### src/rtl/mem_pkg.sv
// Shared types and constants for the unified memory and its lane initiators.
package mem_pkg;

  localparam int MEM_WIDTH   = 32;
  localparam int MEM_RAMSIZE = 512;

  typedef enum logic {
    MEM_LOAD  = 1'b0,
    MEM_STORE = 1'b1
  } mem_op_t;

  typedef struct packed {
    mem_op_t                we;
    logic [MEM_WIDTH-1:0]   addr;
    logic [MEM_WIDTH-1:0]   wdata;
  } mem_req_t;

  typedef enum logic [1:0] {
    IDLE   = 2'd0,
    ACCESS = 2'd1,
    RESP   = 2'd2
  } initiator_state_t;

endpackage

### src/rtl/sync_fifo.sv
// Synchronous FIFO with extra-MSB pointers; shared by all memory lanes.
module sync_fifo #(
  parameter int W     = 8,
  parameter int DEPTH = 2
) (
  input  logic         clk,
  input  logic         rst,
  input  logic         push,
  input  logic         pop,
  input  logic [W-1:0] din,
  output logic [W-1:0] dout,
  output logic         full,
  output logic         empty
);

  localparam int AW = $clog2(DEPTH);
  localparam int PW = AW + 1;

  logic [W-1:0]  mem_r [DEPTH];
  logic [PW-1:0] wr_ptr_r;
  logic [PW-1:0] rd_ptr_r;
  logic          do_push_s;
  logic          do_pop_s;

  assign full      = (wr_ptr_r[AW-1:0] == rd_ptr_r[AW-1:0]) && (wr_ptr_r[AW] != rd_ptr_r[AW]);
  assign empty     = (wr_ptr_r == rd_ptr_r);
  assign do_push_s = push && !full;
  assign do_pop_s  = pop && !empty;
  assign dout      = mem_r[rd_ptr_r[AW-1:0]];

  // Payload storage; contents need no reset since empty masks them.
  always_ff @(posedge clk) begin
    if (do_push_s) begin
      mem_r[wr_ptr_r[AW-1:0]] <= din;
    end
  end

  // Read/write pointers, wrapping naturally modulo 2*DEPTH.
  always_ff @(posedge clk) begin
    if (rst) begin
      wr_ptr_r <= {PW{1'b0}};
      rd_ptr_r <= {PW{1'b0}};
    end else begin
      if (do_push_s) wr_ptr_r <= wr_ptr_r + PW'(1);
      if (do_pop_s)  rd_ptr_r <= rd_ptr_r + PW'(1);
    end
  end

endmodule

### src/rtl/mem_lane_initiator.sv
// One lane initiator: buffers load/store requests, performs a one-cycle lane
// access per request and returns in-order responses.
module mem_lane_initiator
  import mem_pkg::*;
#(
  parameter int WIDTH   = MEM_WIDTH,
  parameter int RAMSIZE = MEM_RAMSIZE,
  parameter int DEPTH   = 2
) (
  input  logic             clk,
  input  logic             rst,
  input  logic             req_valid,
  output logic             req_ready,
  input  logic             req_we,
  input  logic [WIDTH-1:0] req_addr,
  input  logic [WIDTH-1:0] req_wdata,
  output logic             rsp_valid,
  input  logic             rsp_ready,
  output logic [WIDTH-1:0] rsp_data,
  output logic             rsp_err,
  output logic [WIDTH-1:0] mem_a,
  output logic [WIDTH-1:0] mem_wd,
  output logic             mem_we,
  input  logic [WIDTH-1:0] mem_rd
);

  typedef struct packed {
    mem_op_t          we;
    logic [WIDTH-1:0] addr;
    logic [WIDTH-1:0] wdata;
  } lane_req_t;

  localparam int                REQ_W     = $bits(lane_req_t);
  localparam logic [WIDTH-1:0]  RAMSIZE_W = WIDTH'(RAMSIZE);

  initiator_state_t state_r;
  initiator_state_t state_next_s;
  lane_req_t        tail_s;
  lane_req_t        head_s;
  logic             push_s;
  logic             pop_s;
  logic             full_s;
  logic             empty_s;
  logic             in_range_s;
  logic [WIDTH-1:0] rsp_data_r;
  logic             rsp_err_r;

  assign tail_s     = '{we: mem_op_t'(req_we), addr: req_addr, wdata: req_wdata};
  assign req_ready  = !full_s;
  assign push_s     = req_valid && !full_s;
  assign pop_s      = (state_r == ACCESS);
  assign in_range_s = (head_s.addr < RAMSIZE_W);
  assign rsp_data   = rsp_data_r;
  assign rsp_err    = rsp_err_r;

  sync_fifo #(
    .W     (REQ_W),
    .DEPTH (DEPTH)
  ) u_req_fifo (
    .clk   (clk),
    .rst   (rst),
    .push  (push_s),
    .pop   (pop_s),
    .din   (tail_s),
    .dout  (head_s),
    .full  (full_s),
    .empty (empty_s)
  );

  // State register.
  always_ff @(posedge clk) begin
    if (rst) state_r <= IDLE;
    else     state_r <= state_next_s;
  end

  // Next-state logic; a same-cycle push counts when leaving RESP.
  always_comb begin
    state_next_s = state_r;
    case (state_r)
      IDLE: begin
        if (!empty_s) state_next_s = ACCESS;
        else          state_next_s = IDLE;
      end
      ACCESS: state_next_s = RESP;
      RESP: begin
        if (rsp_ready && (!empty_s || push_s)) state_next_s = ACCESS;
        else if (rsp_ready)                   state_next_s = IDLE;
        else                                  state_next_s = RESP;
      end
      default: state_next_s = IDLE;
    endcase
  end

  // Lane drive and response-valid decode; rst gates the write enable directly.
  always_comb begin
    mem_a     = {WIDTH{1'b0}};
    mem_wd    = {WIDTH{1'b0}};
    mem_we    = 1'b0;
    rsp_valid = 1'b0;
    case (state_r)
      ACCESS: begin
        mem_a  = head_s.addr;
        mem_wd = head_s.wdata;
        mem_we = (head_s.we == MEM_STORE) && in_range_s && !rst;
      end
      RESP:    rsp_valid = 1'b1;
      default: rsp_valid = 1'b0;
    endcase
  end

  // Response capture at the end of the access cycle, held through RESP.
  always_ff @(posedge clk) begin
    if (rst) begin
      rsp_data_r <= {WIDTH{1'b0}};
      rsp_err_r  <= 1'b0;
    end else if (state_r == ACCESS) begin
      rsp_data_r <= ((head_s.we == MEM_LOAD) && in_range_s) ? mem_rd : {WIDTH{1'b0}};
      rsp_err_r  <= !in_range_s;
    end
  end

endmodule

### config.mk
export PLATFORM = sky130hd
export DESIGN_NAME = mem_lane_initiator
export DESIGN_NICKNAME = d
export VERILOG_FILES = /design/src/rtl/mem_pkg.sv /design/src/rtl/sync_fifo.sv /design/src/rtl/mem_lane_initiator.sv
export SDC_FILE = /design/constraint.sdc
export NUM_CORES = 1
export LEC_CHECK = 0
export BUFFER_PORTS_ARGS = -buffer_cell sky130_fd_sc_hd__buf_4
export CORE_ASPECT_RATIO = 1.4
export CORE_MARGIN = 2
export CORE_UTILIZATION = 40
export CTS_CLUSTER_SIZE = 24
export DETAILED_ROUTE_END_ITERATION = 12
export GPL_ROUTABILITY_DRIVEN = 0
export SYNTH_ARGS = -nofsm -noshare
export SYNTH_HDL_FRONTEND = slang
export SYNTH_SLANG_ARGS = --single-unit
### constraint.sdc
create_clock -name clk -period 12.46 [get_ports clk]
set_input_delay 1.869 -clock clk [delete_from_list [all_inputs] [get_ports clk]]
set_output_delay 1.869 -clock clk [all_outputs]
set_load 0.03 [all_outputs]
==> impl_metrics.toml, run 1 <==
[routing]
drt_drc_violations_left = 0
drt_pre_antenna_iters = 4
detailroute.via_count = 4519
totalWireLength_mm = 15.4
wl_per_cell_um = 16.9
detail-route-antenna-nets = 0
vias_per_cell = 4.93
violation_count_after_the_first_detailed_routing_iteration = 272

[timing]
maxSlewHeadroom_pct = 17.2
hold_violations = 0
report.final.slew_viol_count = 0
max_clock_freq_ghz = 0.204
worst_slack_ns = 7.55
finalSetupTns_ns = 0
skew_ns = 0.00941
fin_crit_sh_pct = 39.4
period_minus_slack_ns = 4.91
rsz_0062_raised_after_global_routing = "false"
worst_pin_slew_ns = 1.24
final-setup-viol-count = 0

[flow_run]
cap_viol_max_count = 0

[layout]
total_number_of_nets_in_the_final_design = 772
num_antenna_cells = 0
finish.utilization_pct = 54.3
growth_of_design_area_from_synthesis_to_finish_pct = 32.4
filler_cell_count = 1452
drive_above_1_share_pct = 39.9

[yosys]
synth.distinct_cells = 28
synth_nets = 585
synth-seq-cells = 170
postSynthAreaPerCell_um2 = 14.3
yosys.area.top_type = "sky130_fd_sc_hd__edfxtp_1"
yosys_warnings = 0
yosys-top-cells-area = "sky130_fd_sc_hd__edfxtp_1 (56%), sky130_fd_sc_hd__dfxtp_1 (12%), sky130_fd_sc_hd__mux2i_1 (9.2%), sky130_fd_sc_hd__o31ai_2 (5.2%), sky130_fd_sc_hd__or4b_1 (4.6%)"
synthesis.instances = 484
netlist_area_pre_place_mm2 = 0.00693
post-synth-top-area-fraction_pct = 56.3
synth.yosys.seq_area_share_pct = 67.9

[pwr]
clockPowerShare_pct = 34.6
net-switching-power_w = 0.000430
p_int_w = 0.00102
design_power_total_w = 0.00145
sw_frac_of_total_pct = 29.5
power_density_mw_per_mm2 = 158
peakVddDrop_uv = 96.5
share_seq_of_total_power_pct = 46.5
combinationalPowerShare_pct = 18.8
power.static_leakage_nw = 3.38

[place]
dpl_worst_slack_ns = 7.83
placement.io_buffers = 200
dp_hpwl_mm = 10.1

[critical_path]
critical_path_source_type = "flop"
path_class = "flop to primary output"
timing.critical_path.required_ns = 10.59
worst_r2r_startpoint = "u_req_fifo.rd_ptr_r[1]"
crit_fanout = 53
crit_path_end_kind = "primary output"
arrival_ns = 3.04

[clock_tree]
postCtsHoldBufs = 0
cts-root-buf = "sky130_fd_sc_hd__clkbuf_16"
cts_tree = "built"
clock_sink_count = 170
clockBufferDepth = 2
cts_resized = 0
cts_setup_buffers = 0
clk-insertion-delay-late_ns = 0.43
clk_pin_slew_ns = 0.07
htree_num_levels = 4
cts_made_buffers = 17

[global_routing]
first_pass_grt_wire_length_mm = 24.5
pin_count_of_the_biggest_net_entering_global_routing = 102
global_route.usage.total_pct = 17.3
grt_pass1_vias = 4743
global_route.overflow_total = 0
antenna_violations_before_repair = 0

[floorplan]
core-area_mm2 = 0.0169
ios = 201
rows = 56
die-width_um = 115
die_area_mm2 = 0.0184
die-height_um = 160
initial_utilization_pct = 41.0

[run_status]
status = "completed"

[worst_hold_path]
min-delay-start = "rsp_data[15]"
hold_class = "flop to flop"
## layout by cell type (no fill, tap or decap), types with 3 or more instances in the layout
cell,synthesis,final
sky130_fd_sc_hd__o31ai_1,3,3
sky130_fd_sc_hd__nand2_1,34,34
sky130_fd_sc_hd__nor4_1,12,12
sky130_fd_sc_hd__clkbuf_16,0,17
sky130_fd_sc_hd__inv_8,0,4
sky130_fd_sc_hd__inv_6,0,4
sky130_fd_sc_hd__inv_1,4,3
sky130_fd_sc_hd__buf_4,0,204
sky130_fd_sc_hd__nor2_1,74,72
sky130_fd_sc_hd__or4b_1,32,32
sky130_fd_sc_hd__edfxtp_1,130,130
sky130_fd_sc_hd__o31ai_2,29,29
sky130_fd_sc_hd__mux2i_1,64,64
sky130_fd_sc_hd__dfxtp_1,40,39
sky130_fd_sc_hd__a21oi_1,4,3
sky130_fd_sc_hd__clkinv_4,0,4
sky130_fd_sc_hd__xnor2_1,5,5
## logic make-up (layout without fill, tap and decap cells)
kind of cell    after synthesis  after routing  share of synthesized area, %
xor+xnor                      7              7                         0.885
compound gates               41             41                          6.39
flops                       170            170                          67.9
mux                          66             66                          9.62
simple gates                160            160                          12.3
buf+inv                      40            240                          2.87
## metrics by stage
step                hold WS, ns  std cells  cell area [µm²]
floorplan                 0.439        484             6930
global placement          0.434        884             8600
detailed placement        0.452        884             8600
CTS                       0.463        916             9180
global route              0.480        916             9180
finish                    0.460        916             9180
## registers in the layout (all words and copies together), names as in the netlist, named ones only
| signal | flops |
|---|---|
| state_r | 2 |
| rsp_err | 1 |
| u_req_fifo.mem_r | 130 |
| u_req_fifo.wr_ptr_r | 2 |
| rsp_data | 32 |
| u_req_fifo.rd_ptr_r | 2 |
## worst max-delay path, cell delays in order (launching register included)
cell,delay [ns]
sky130_fd_sc_hd__dfxtp_4,0.51
sky130_fd_sc_hd__buf_4,0.76
sky130_fd_sc_hd__and4b_1,0.35
sky130_fd_sc_hd__a21oi_4,0.04
sky130_fd_sc_hd__buf_4,0.31
sky130_fd_sc_hd__nor4_1,0.39
sky130_fd_sc_hd__buf_4,0.24
## power by group through the flow
stage	Sequential [W]	Clock [W]	Combinational, W
after floorplan	0.000685	0	0.000178
after global placement	0.000688	0	0.000276
after detailed placement	0.000690	0	0.000278
after CTS	0.000677	0.000518	0.000279
after global routing	0.000681	0.000542	0.000296
final	0.000677	0.000504	0.000273
## layout make-up
cell class | instances | area, µm² | area share [%]
clock buffers | 17 | 425 | 4.64
well taps | 232 | 290 | 3.16
repair buffers | 204 | 1530 | 16.7
inverters | 4 | 15.0 | 0.164
clock inverters | 15 | 153 | 1.66
multi-input cells | 274 | 2050 | 22.4
flip-flops and latches | 170 | 4710 | 51.3
## metal layers
layer	global-route usage, %	up-vias	wire (µm)
met5	0	-	0
met4	5.26	0	120
met3	7.10	8	1320
met2	29.3	173	7770
met1	19.7	2145	6230
li1	-	2193	-
## Yosys cell counts
cell type	n
sky130_fd_sc_hd__buf_1	6
sky130_fd_sc_hd__o31a_1	1
sky130_fd_sc_hd__or4b_1	32
sky130_fd_sc_hd__nand4_1	2
sky130_fd_sc_hd__o31ai_2	29
sky130_fd_sc_hd__and4b_1	1
sky130_fd_sc_hd__mux2i_1	64
sky130_fd_sc_hd__buf_2	15
sky130_fd_sc_hd__nand2_1	34
sky130_fd_sc_hd__nor4_1	12
sky130_fd_sc_hd__clkbuf_1	11
sky130_fd_sc_hd__a211oi_1	1
sky130_fd_sc_hd__xor2_1	2
sky130_fd_sc_hd__xnor2_1	5
sky130_fd_sc_hd__dfxtp_1	40
sky130_fd_sc_hd__mux2_2	1
sky130_fd_sc_hd__a21oi_1	4
sky130_fd_sc_hd__mux2_4	1
sky130_fd_sc_hd__buf_6	4
sky130_fd_sc_hd__o31ai_1	3
sky130_fd_sc_hd__o211ai_1	1
sky130_fd_sc_hd__o21ai_0	1
sky130_fd_sc_hd__edfxtp_1	130
sky130_fd_sc_hd__nor2b_1	2
sky130_fd_sc_hd__nand2b_1	3
sky130_fd_sc_hd__inv_1	4
sky130_fd_sc_hd__nor2_1	74
sky130_fd_sc_hd__a2111oi_0	1
## worst paths after layout
path	to	slack, ns	cells past startpoint
max	mem_we	7.55	6
min	rsp_data[15]	0.46	2
max reg2reg	u_req_fifo.mem_r[0][58]	9.75	4
min reg2reg	rsp_data[15]	0.46	2
No activity file was read; power rests on OpenSTA's default activity.
==> run 2: changes to the inputs <==
--- a/config.mk
+++ b/config.mk
@@ -5,6 +5,7 @@
 export SDC_FILE = /design/constraint.sdc
 export NUM_CORES = 1
 export LEC_CHECK = 0
+export ABC_AREA = 1
 export BUFFER_PORTS_ARGS = -buffer_cell sky130_fd_sc_hd__buf_4
 export CORE_ASPECT_RATIO = 1.4
 export CORE_MARGIN = 2
==> constraint.sdc (replaced) <==
create_clock -name clk -period 4.7 [get_ports clk]
set_input_delay 0.705 -clock clk [delete_from_list [all_inputs] [get_ports clk]]
set_output_delay 0.705 -clock clk [all_outputs]
set_load 0.03 [all_outputs]
==> run 2 against run 1 <==
Effect of this change:
- critical endpoint unchanged
- setup slack worse by 6.3 ns
- clock power rose to 2.7 times the previous value
- largest power group unchanged
- combinational power grew 110%
- area after synthesis down 0.85%
==> impl_metrics.toml, run 2 <==
[floorplan]
ios = 201
initial_utilization_pct = 40.9
die_area_mm2 = 0.0183
die-height_um = 159
rows = 56
die-width_um = 115
core-area_mm2 = 0.0168

[routing]
drt_drc_violations_left = 0
totalWireLength_mm = 16.3
detailroute.via_count = 5255
drt_pre_antenna_iters = 5
vias_per_cell = 4.85
violation_count_after_the_first_detailed_routing_iteration = 326
detail-route-antenna-nets = 0
wl_per_cell_um = 15.0

[layout]
finish.utilization_pct = 54.2
mostFrequentLayoutCells = "sky130_fd_sc_hd__buf_4 (209), sky130_fd_sc_hd__nand2_1 (202), sky130_fd_sc_hd__edfxtp_1 (130), sky130_fd_sc_hd__a21oi_1 (84), sky130_fd_sc_hd__inv_1 (67)"
total_number_of_nets_in_the_final_design = 969
final_common_cell = "sky130_fd_sc_hd__buf_4"
growth_of_design_area_from_synthesis_to_finish_pct = 32.6
drive_above_1_share_pct = 28.4
number_of_flip_flops_under_the_largest_register_name = 130
num_antenna_cells = 0

[yosys]
synth_nets = 780
synth_most_common_cell = "sky130_fd_sc_hd__nand2_1"
synth-seq-cells = 170
yosys.area.top_type = "sky130_fd_sc_hd__edfxtp_1"
synth-async-reset-ratio_pct = 0
synth_top_cells_by_count = "sky130_fd_sc_hd__nand2_1 (202), sky130_fd_sc_hd__edfxtp_1 (130), sky130_fd_sc_hd__a21oi_1 (84), sky130_fd_sc_hd__inv_1 (69), sky130_fd_sc_hd__nor2_1 (66)"
synth.yosys.seq_area_share_pct = 68.5
yosys_warnings = 0
synth_ff_type = "sky130_fd_sc_hd__edfxtp_1"
synth_enable_flop_cells = 130
synth.distinct_cells = 23
postSynthAreaPerCell_um2 = 10.1
synthesis.instances = 679
post-synth-top-area-fraction_pct = 56.8
netlist_area_pre_place_mm2 = 0.00687
yosys-top-cells-area = "sky130_fd_sc_hd__edfxtp_1 (57%), sky130_fd_sc_hd__dfxtp_1 (12%), sky130_fd_sc_hd__nand2_1 (11%), sky130_fd_sc_hd__a21oi_1 (6.1%), sky130_fd_sc_hd__inv_1 (3.8%)"

[critical_path]
critical_path_source_type = "flop"
cp_slowest_cell = "sky130_fd_sc_hd__buf_4"
worst_path_largest_cell_delay_ns = 0.55
crit_path_end_kind = "primary output"
timing.critical_path.required_ns = 3.99
kind_of_cell_with_the_highest_combined_delay_on_the_critical_path = "buffers and inverters"
critical_path.n_buffers_inverters = 3
timing.critical_path.cells = "buf_4, nand2_1, o21ai_1, nand2_1, nor2_1, nand2_1, nor2_2, buf_4, and2_1, and3_1, buf_4"
arrival_ns = 2.70
crit_fanout = 66
path_class = "flop to primary output"

[timing]
worst_pin_slew_ns = 0.980
fin_crit_sh_pct = 72.4
maxSlewHeadroom_pct = 34.6
period_minus_slack_ns = 3.40
rsz_0062_raised_after_global_routing = "false"
max_clock_freq_ghz = 0.294
skew_ns = 0.0103
hold_violations = 0
report.final.slew_viol_count = 0
final-setup-viol-count = 0
finalSetupTns_ns = 0

[clock_tree]
clock_sink_count = 170
clk-insertion-delay-late_ns = 0.42
cts_setup_buffers = 0
cts_tree = "built"
clockBufferDepth = 2
postCtsHoldBufs = 0
cts-root-buf = "sky130_fd_sc_hd__clkbuf_16"
cts_resized = 0
htree_num_levels = 4
cts_made_buffers = 17
clk_pin_slew_ns = 0.07

[place]
dp_hpwl_mm = 10.9
placement.io_buffers = 200

[worst_hold_path]
hold_class = "input port to flop"

[pwr]
power_density_mw_per_mm2 = 406
peakVddDrop_uv = 262
power.static_leakage_nw = 3.95

[global_routing]
first_pass_grt_wire_length_mm = 25.7
global_route.overflow_total = 0
global_route.usage.total_pct = 18.1
pin_count_of_the_biggest_net_entering_global_routing = 67
grt_pass1_vias = 5178
antenna_violations_before_repair = 0

[flow_run]
cap_viol_max_count = 0

[run_status]
status = "completed"
## run 2: cell types whose count changed in the layout (fill, tap and decap cells not counted), moves of 4 or more
cell                       before  now
sky130_fd_sc_hd__nand2_1       34  202
sky130_fd_sc_hd__a21oi_1        3   84
sky130_fd_sc_hd__inv_1          3   67
sky130_fd_sc_hd__mux2i_1       64    0
sky130_fd_sc_hd__or4b_1        32    0
sky130_fd_sc_hd__nand4_1        2   33
sky130_fd_sc_hd__o31ai_2       29    0
sky130_fd_sc_hd__nor4_1        12    0
sky130_fd_sc_hd__nor2_1        72   65
sky130_fd_sc_hd__buf_4        204  209
sky130_fd_sc_hd__clkinv_4       4    0
sky130_fd_sc_hd__xnor2_1        5    1
## run 2: cell type report
class | count | area (µm²)
Tap cell | 203 | 254
Sequential cell | 170 | 4710
Timing Repair Buffer | 209 | 1570
Inverter | 71 | 268
Multi-Input combinational cell | 399 | 1730
Clock buffer | 17 | 425
Clock inverter | 15 | 160
Fill cell | 1524 | 7700
## run 2: per-stage QoR
step	hold WS, ns	worst slack [ns]	area (µm²)	power (W)	instances
after floorplan	0.442	0.664	6870	0.00212	679
after CTS	0.443	1.24	9110	0.00373	1084
after detailed placement	0.457	1.70	8530	0.00236	1052
final	0.463	1.30	9110	0.00370	1084
after global routing	0.438	1.02	9110	0.00386	1084
after global placement	0.454	1.77	8530	0.00234	1052
## run 2: path summary, 6_finish.rpt
path                                             start                      end  slack [ns]  cells past startpoint
worst max register to register  u_req_fifo.wr_ptr_r[0]  u_req_fifo.mem_r[1][37]        2.30                      7
worst min-delay path                     req_wdata[12]  u_req_fifo.mem_r[1][12]        0.46                      1
worst max-delay path                              flop                   mem_we        1.30                     11
worst min register to register            rsp_data[16]             rsp_data[16]        0.46                      2
## run 2: cell families (layout without fill, tap and decap cells)
family / Yosys count / in the layout / share of synthesized area, %
flip-flops: 170 / 170 / 68.5
AO/OA/AOI/OAI: 90 / 90 / 6.63
XOR/XNOR: 2 / 2 / 0.255
buffers and inverters: 110 / 312 / 6.45
AND/OR/NAND/NOR: 307 / 307 / 18.2
## run 2: power by group
part | internal, W | switching (W) | total [W]
Combinational | 0.000191 | 0.000393 | 0.000584
Sequential | 0.00171 | 0.0000218 | 0.00173
Clock | 0.000793 | 0.000590 | 0.00138
## run 2: routing by layer
metal | up-vias | share of wire, % | track usage (%)
met5 | - | 0.031 | 0
met1 | 2425 | 39 | 20.7
met4 | 2 | 2.2 | 6.85
met2 | 185 | 51 | 31.0
li1 | 2621 | - | -
met3 | 22 | 7.1 | 6.09
